===== config.mk =====
export PLATFORM = sky130hd
export DESIGN_NAME = mem_arbiter
export DESIGN_NICKNAME = d
export VERILOG_FILES = /design/src/rtl/mem_arbiter.sv
export SDC_FILE = /design/constraint.sdc
export NUM_CORES = 1
export LEC_CHECK = 0
export CAP_MARGIN = 40
export CORE_AREA = 10 10 99 101
export CTS_CLUSTER_DIAMETER = 120
export DETAILED_ROUTE_END_ITERATION = 10
export DIE_AREA = 0 0 109 111
export PLACE_DENSITY = 0.86
export REMOVE_ABC_BUFFERS = 1
export SLEW_MARGIN = 5
export SYNTH_ARGS = -nofsm -noshare
export SYNTH_HDL_FRONTEND = slang
export SYNTH_SLANG_ARGS = --single-unit

===== constraint.sdc =====
create_clock -name Clk1 -period 1.75 [get_ports Clk1]
set_input_delay 0.35 -clock Clk1 [delete_from_list [all_inputs] [get_ports Clk1]]
set_output_delay 0.35 -clock Clk1 [all_outputs]
set_load 0.02 [all_outputs]

===== src/rtl/mem_arbiter.sv =====
// Two-requester DRAM arbiter: round-robin grant between the core (0) and the
// DMA/debug port (1), fixed MEM_LAT-cycle access, one-cycle Ack on completion.
module mem_arbiter #(
    parameter int MEM_LAT = 2,
    parameter int DW      = 16,
    parameter int AW      = 16
) (
    input  logic          Clk1,
    input  logic          Reset,
    input  logic [AW-1:0] Req0Addr,
    input  logic          Req0RD,
    input  logic          Req0WR,
    input  logic [DW-1:0] Req0DataOut,
    output logic [DW-1:0] Req0DataIn,
    output logic          Req0Ack,
    input  logic [AW-1:0] Req1Addr,
    input  logic          Req1RD,
    input  logic          Req1WR,
    input  logic [DW-1:0] Req1DataOut,
    output logic [DW-1:0] Req1DataIn,
    output logic          Req1Ack,
    output logic [AW-1:0] MemAddr,
    output logic          MemRD,
    output logic          MemWR,
    output logic [DW-1:0] MemDataOut,
    input  logic [DW-1:0] MemDataIn,
    output logic          Busy
);

    localparam logic [1:0] IDLE   = 2'd0;
    localparam logic [1:0] ACCESS = 2'd1;
    localparam logic [1:0] DONE   = 2'd2;

    localparam logic [3:0] CNT_INIT = 4'(MEM_LAT - 1);

    logic [1:0] state;
    logic [3:0] cnt;
    logic       last_gnt;
    logic       gnt;
    logic       op_wr;

    logic       pend0;
    logic       pend1;
    logic       win1;
    logic       win_wr;

    assign pend0  = Req0RD | Req0WR;
    assign pend1  = Req1RD | Req1WR;
    // On a tie the requester not granted most recently wins.
    assign win1   = pend1 & (~pend0 | ~last_gnt);
    // WR dominates RD when a requester raises both.
    assign win_wr = win1 ? Req1WR : Req0WR;

    assign Busy = (state != IDLE);

    // NOTE: all state in this block uses non-blocking assignments so every
    // register samples pre-edge values, independent of statement order.
    always_ff @(posedge Clk1) begin
        if (Reset) begin
            state      <= IDLE;
            cnt        <= 4'd0;
            last_gnt   <= 1'b1;
            gnt        <= 1'b0;
            op_wr      <= 1'b0;
            MemAddr    <= '0;
            MemDataOut <= '0;
            MemRD      <= 1'b0;
            MemWR      <= 1'b0;
            Req0Ack    <= 1'b0;
            Req1Ack    <= 1'b0;
            Req0DataIn <= '0;
            Req1DataIn <= '0;
        end else begin
            case (state)
                IDLE: begin
                    if (pend0 | pend1) begin
                        state      <= ACCESS;
                        gnt        <= win1;
                        last_gnt   <= win1;
                        op_wr      <= win_wr;
                        MemAddr    <= win1 ? Req1Addr : Req0Addr;
                        MemDataOut <= win1 ? Req1DataOut : Req0DataOut;
                        MemRD      <= ~win_wr;
                        MemWR      <= win_wr;
                        cnt        <= CNT_INIT;
                    end
                end
                ACCESS: begin
                    if (cnt == 4'd0) begin
                        state <= DONE;
                        MemRD <= 1'b0;
                        MemWR <= 1'b0;
                        if (gnt) Req1Ack <= 1'b1;
                        else     Req0Ack <= 1'b1;
                        if (!op_wr) begin
                            if (gnt) Req1DataIn <= MemDataIn;
                            else     Req0DataIn <= MemDataIn;
                        end
                    end else begin
                        cnt <= cnt - 4'd1;
                    end
                end
                DONE: begin
                    state   <= IDLE;
                    Req0Ack <= 1'b0;
                    Req1Ack <= 1'b0;
                end
                default: state <= IDLE;
            endcase
        end
    end

endmodule


==> results of run 1 <==
[synthesized netlist by cell type, types with 2 or more instances]
cell and instances:
ha_1 2, buf_6 4, or2_1 3, clkbuf_1 12, nor3_1 3, a211oi_1 22
inv_1 4, nand2_1 38, nand3_1 2, buf_2 6, a21oi_1 48, nand2b_1 2
dfxtp_1 77, nor2_1 65, o21ai_0 11, mux2i_1 34, buf_4 2
[state kept, by name, indices dropped and copies added (netlist names)]
signal and cells:
op_wr 1, gnt 1, MemAddr 16, MemRD 1, Req1Ack 1, Req1DataIn 16, MemWR 1, MemDataOut 16
Req0DataIn 16, state 2, last_gnt 1, cnt 4, Req0Ack 1
[power groups by stage]
stage	sequential [mW]	combinational [mW]	clock, mW
after floorplan	2.31	0.583	0
after global routing	2.09	1.87	1.50
after detailed placement	2.10	1.69	0
after CTS	2.07	1.70	1.43
after global placement	2.09	1.66	0
final	2.07	1.73	1.39
[layout make-up]
| cell class | count | area share |
|---|---|---|
| Clock inverter | 7 | 0.01586 |
| Tap cell | 105 | 0.02562 |
| Timing Repair Buffer | 179 | 0.3540 |
| Multi-Input combinational cell | 245 | 0.2764 |
| Inverter | 4 | 0.002928 |
| Sequential cell | 77 | 0.3010 |
| Clock buffer | 9 | 0.02415 |
[cell families after synthesis]
| logic type | share of synthesized area |
|---|---|
| multiplexers | 0.1100 |
| buffers and inverters | 0.04854 |
| AND/OR/NAND/NOR | 0.1655 |
| AO/OA/AOI/OAI | 0.1695 |
| flip-flops | 0.4984 |
| adder cells (fa/ha/maj) | 0.008089 |
[routing by layer]
metal	GRT usage	up-vias	share of wire
li1	-	1535	-
met1	0.1730	1429	0.40
met5	0	-	0
met2	0.2469	150	0.45
met3	0.08488	14	0.13
met4	0.06157	0	0.016
[path summary, 6_finish.rpt]
| check | start | endpoint | slack (ns) | cells past startpoint |
|---|---|---|---|---|
| min reg2reg | op_wr | op_wr | 0.48 | 2 |
| max reg2reg | cnt[0] | Req1DataIn[11] | 0.02 | 7 |
| max | cnt[0] | Req1DataIn[11] | 0.02 | 7 |
| min | Reset | last_gnt | 0.46 | 3 |
[stage by stage]
| stage | util | setup slack (ns) |
|---|---|---|
| floorplan | - | -0.3333 |
| global placement | 0.6073 | -0.1004 |
| detailed placement | 0.6073 | -0.1837 |
| CTS | 0.6329 | 0.004762 |
| global route | 0.6436 | -0.06930 |
| finish | 0.6436 | 0.02115 |
[worst reg2reg max path, stage by stage (launching register included)]
cell and delay, ns:
dfxtp_2 0.33, inv_2 0.09, ha_4 0.15, nor3b_4 0.23, nand4b_1 0.31, clkbuf_16 0.29
mux2i_1 0.15, nor2_1 0.05
[timing repair]
action,4_1_cts,5_1_grt
setup endpoints to repair,1,31
buffers inserted,0,6
resized for setup,1,6
cloned,0,1
pin swaps,0,2
hold buffers,0,0
==> qor.csv, run 1 <==
metric,value,unit
Max VDD drop,0.0004471,V
CTS Sinks,77,
CTS tree,yes,
max-slew violation count,0,
"Power, Total",5.184,mW
Syn Inst Count,350,
status,"finished, final reports clean",
cell-internal power,3.506,mW
CP bufs+invs,2,
PortBufs,154,
Synth Warn #,0,
combinational power share,0.334,
Pleak,2.195,nW
first-pass GRT wire length,15.69,mm
"Reg clk slew, reported paths",0.09,ns
synth unique cells,32,
CP endpoint kind,register,
clock power share,0.267,
max-cap violation count,0,
setup tns final,0,ns
Worst Path Max Fanout,8,
sequential fraction of design power,0.399,
Non-Filler Instances,626,
Hold WC Path Type,primary input to register,
WL final,10.10,mm
CTS max path bufs,2,
First DRT Iteration DRCs,170,
GPL Wtd Cong,0.7673,
post-DR wirelength/cell,16.14,um
Final min period,1.729,ns
core box area,7969,um2
CTS root buf,clkbuf_8,
placed insts,603,
share of layout cells above drive strength 1,0.09981,
Num CTS Buffers,9,
Storage cell area,1544,um2
Post-DP HPWL,7.613,mm
hold_ws,0.4566,ns
"commonest non-fill, non-tap cell in the layout",clkdlybuf4s50_1,
Starting Density,0.3881,
clock skew,0.01186,ns
total vias in the final route,3128,
die width,109,um
asr flop ratio synth,0,
Tcrit/Tclk final,0.9879,
area occupied by multi-input gates,1418,um2
syn_area_per_cell,8.837,um2
Fillers,642,
DRC,0,
Slew headroom,0.7322,
Rows,33,
vias per inst,4.997,
Die Ht,111,um
arrival time of the worst setup path,1.94,ns
nets@finish,604,
Psw,1.678,mW
worst skew pair latency,0.34,ns
vias in the first global route,3280,
Post-synth EDFFs,0,
post-synthesis register bit count,77,
PD cells,1011,nW/um2
Hold Fails Final Rpt,0,
Post-Place Cell Area,4840,um2
CP required,1.96,ns
IO Pins,155,
worst-margin pin slew,0.4013,ns
total gr overflow,0,
Antenna diodes,0,
slowest library cell on the worst path,dfxtp_2,
most frequent cells in the layout,"clkdlybuf4s50_1, dfxtp_1, nor2_1, a21oi_1, nand2_1",
design area,5129,um2
worst-path cell chain,inv_2 > ha_4 > nor3b_4 > nand4b_1 > clkbuf_16 > mux2i_1 > nor2_1,
register area share after synthesis,0.4984,
htree depth,3,
Area Growth Syn to Fin,65.82,%
"Cell Area, Synth",3093,um2
Synth top area share,0.4984,
Crit path max-delay family,simple AND/OR/NAND/NOR gates,
Antenna Nets Post-Route,0,
Sw Share,0.3237,
Startpoint Class,register,
DRT Pass-1 Iters,7,
final setup vio count,0,
antenna violations before repair,0,
cell accounting for the most synthesized area,dfxtp_1,
top_reg_cell synth,dfxtp_1,
worst setup path class,register to register,
GRT Total Usage,0.1574,
die area,12100,um2
largest net degree at the start of global routing,39,
Max Clk Rate,578.4,MHz
Area contributors post-synth,"dfxtp_1, mux2i_1, nor2_1, a21oi_1, a211oi_1",
CP max stage delay,0.33,ns
No activity file was read; power rests on OpenSTA's default activity.
==> run 2: changes to the inputs <==
Settings changed: GPL_ROUTABILITY_DRIVEN from default to 1, SKIP_LAST_GASP from default to 1.
==> results of run 2 <==
Same layout as run 1: the final DEF is identical, and so are final timing and power.
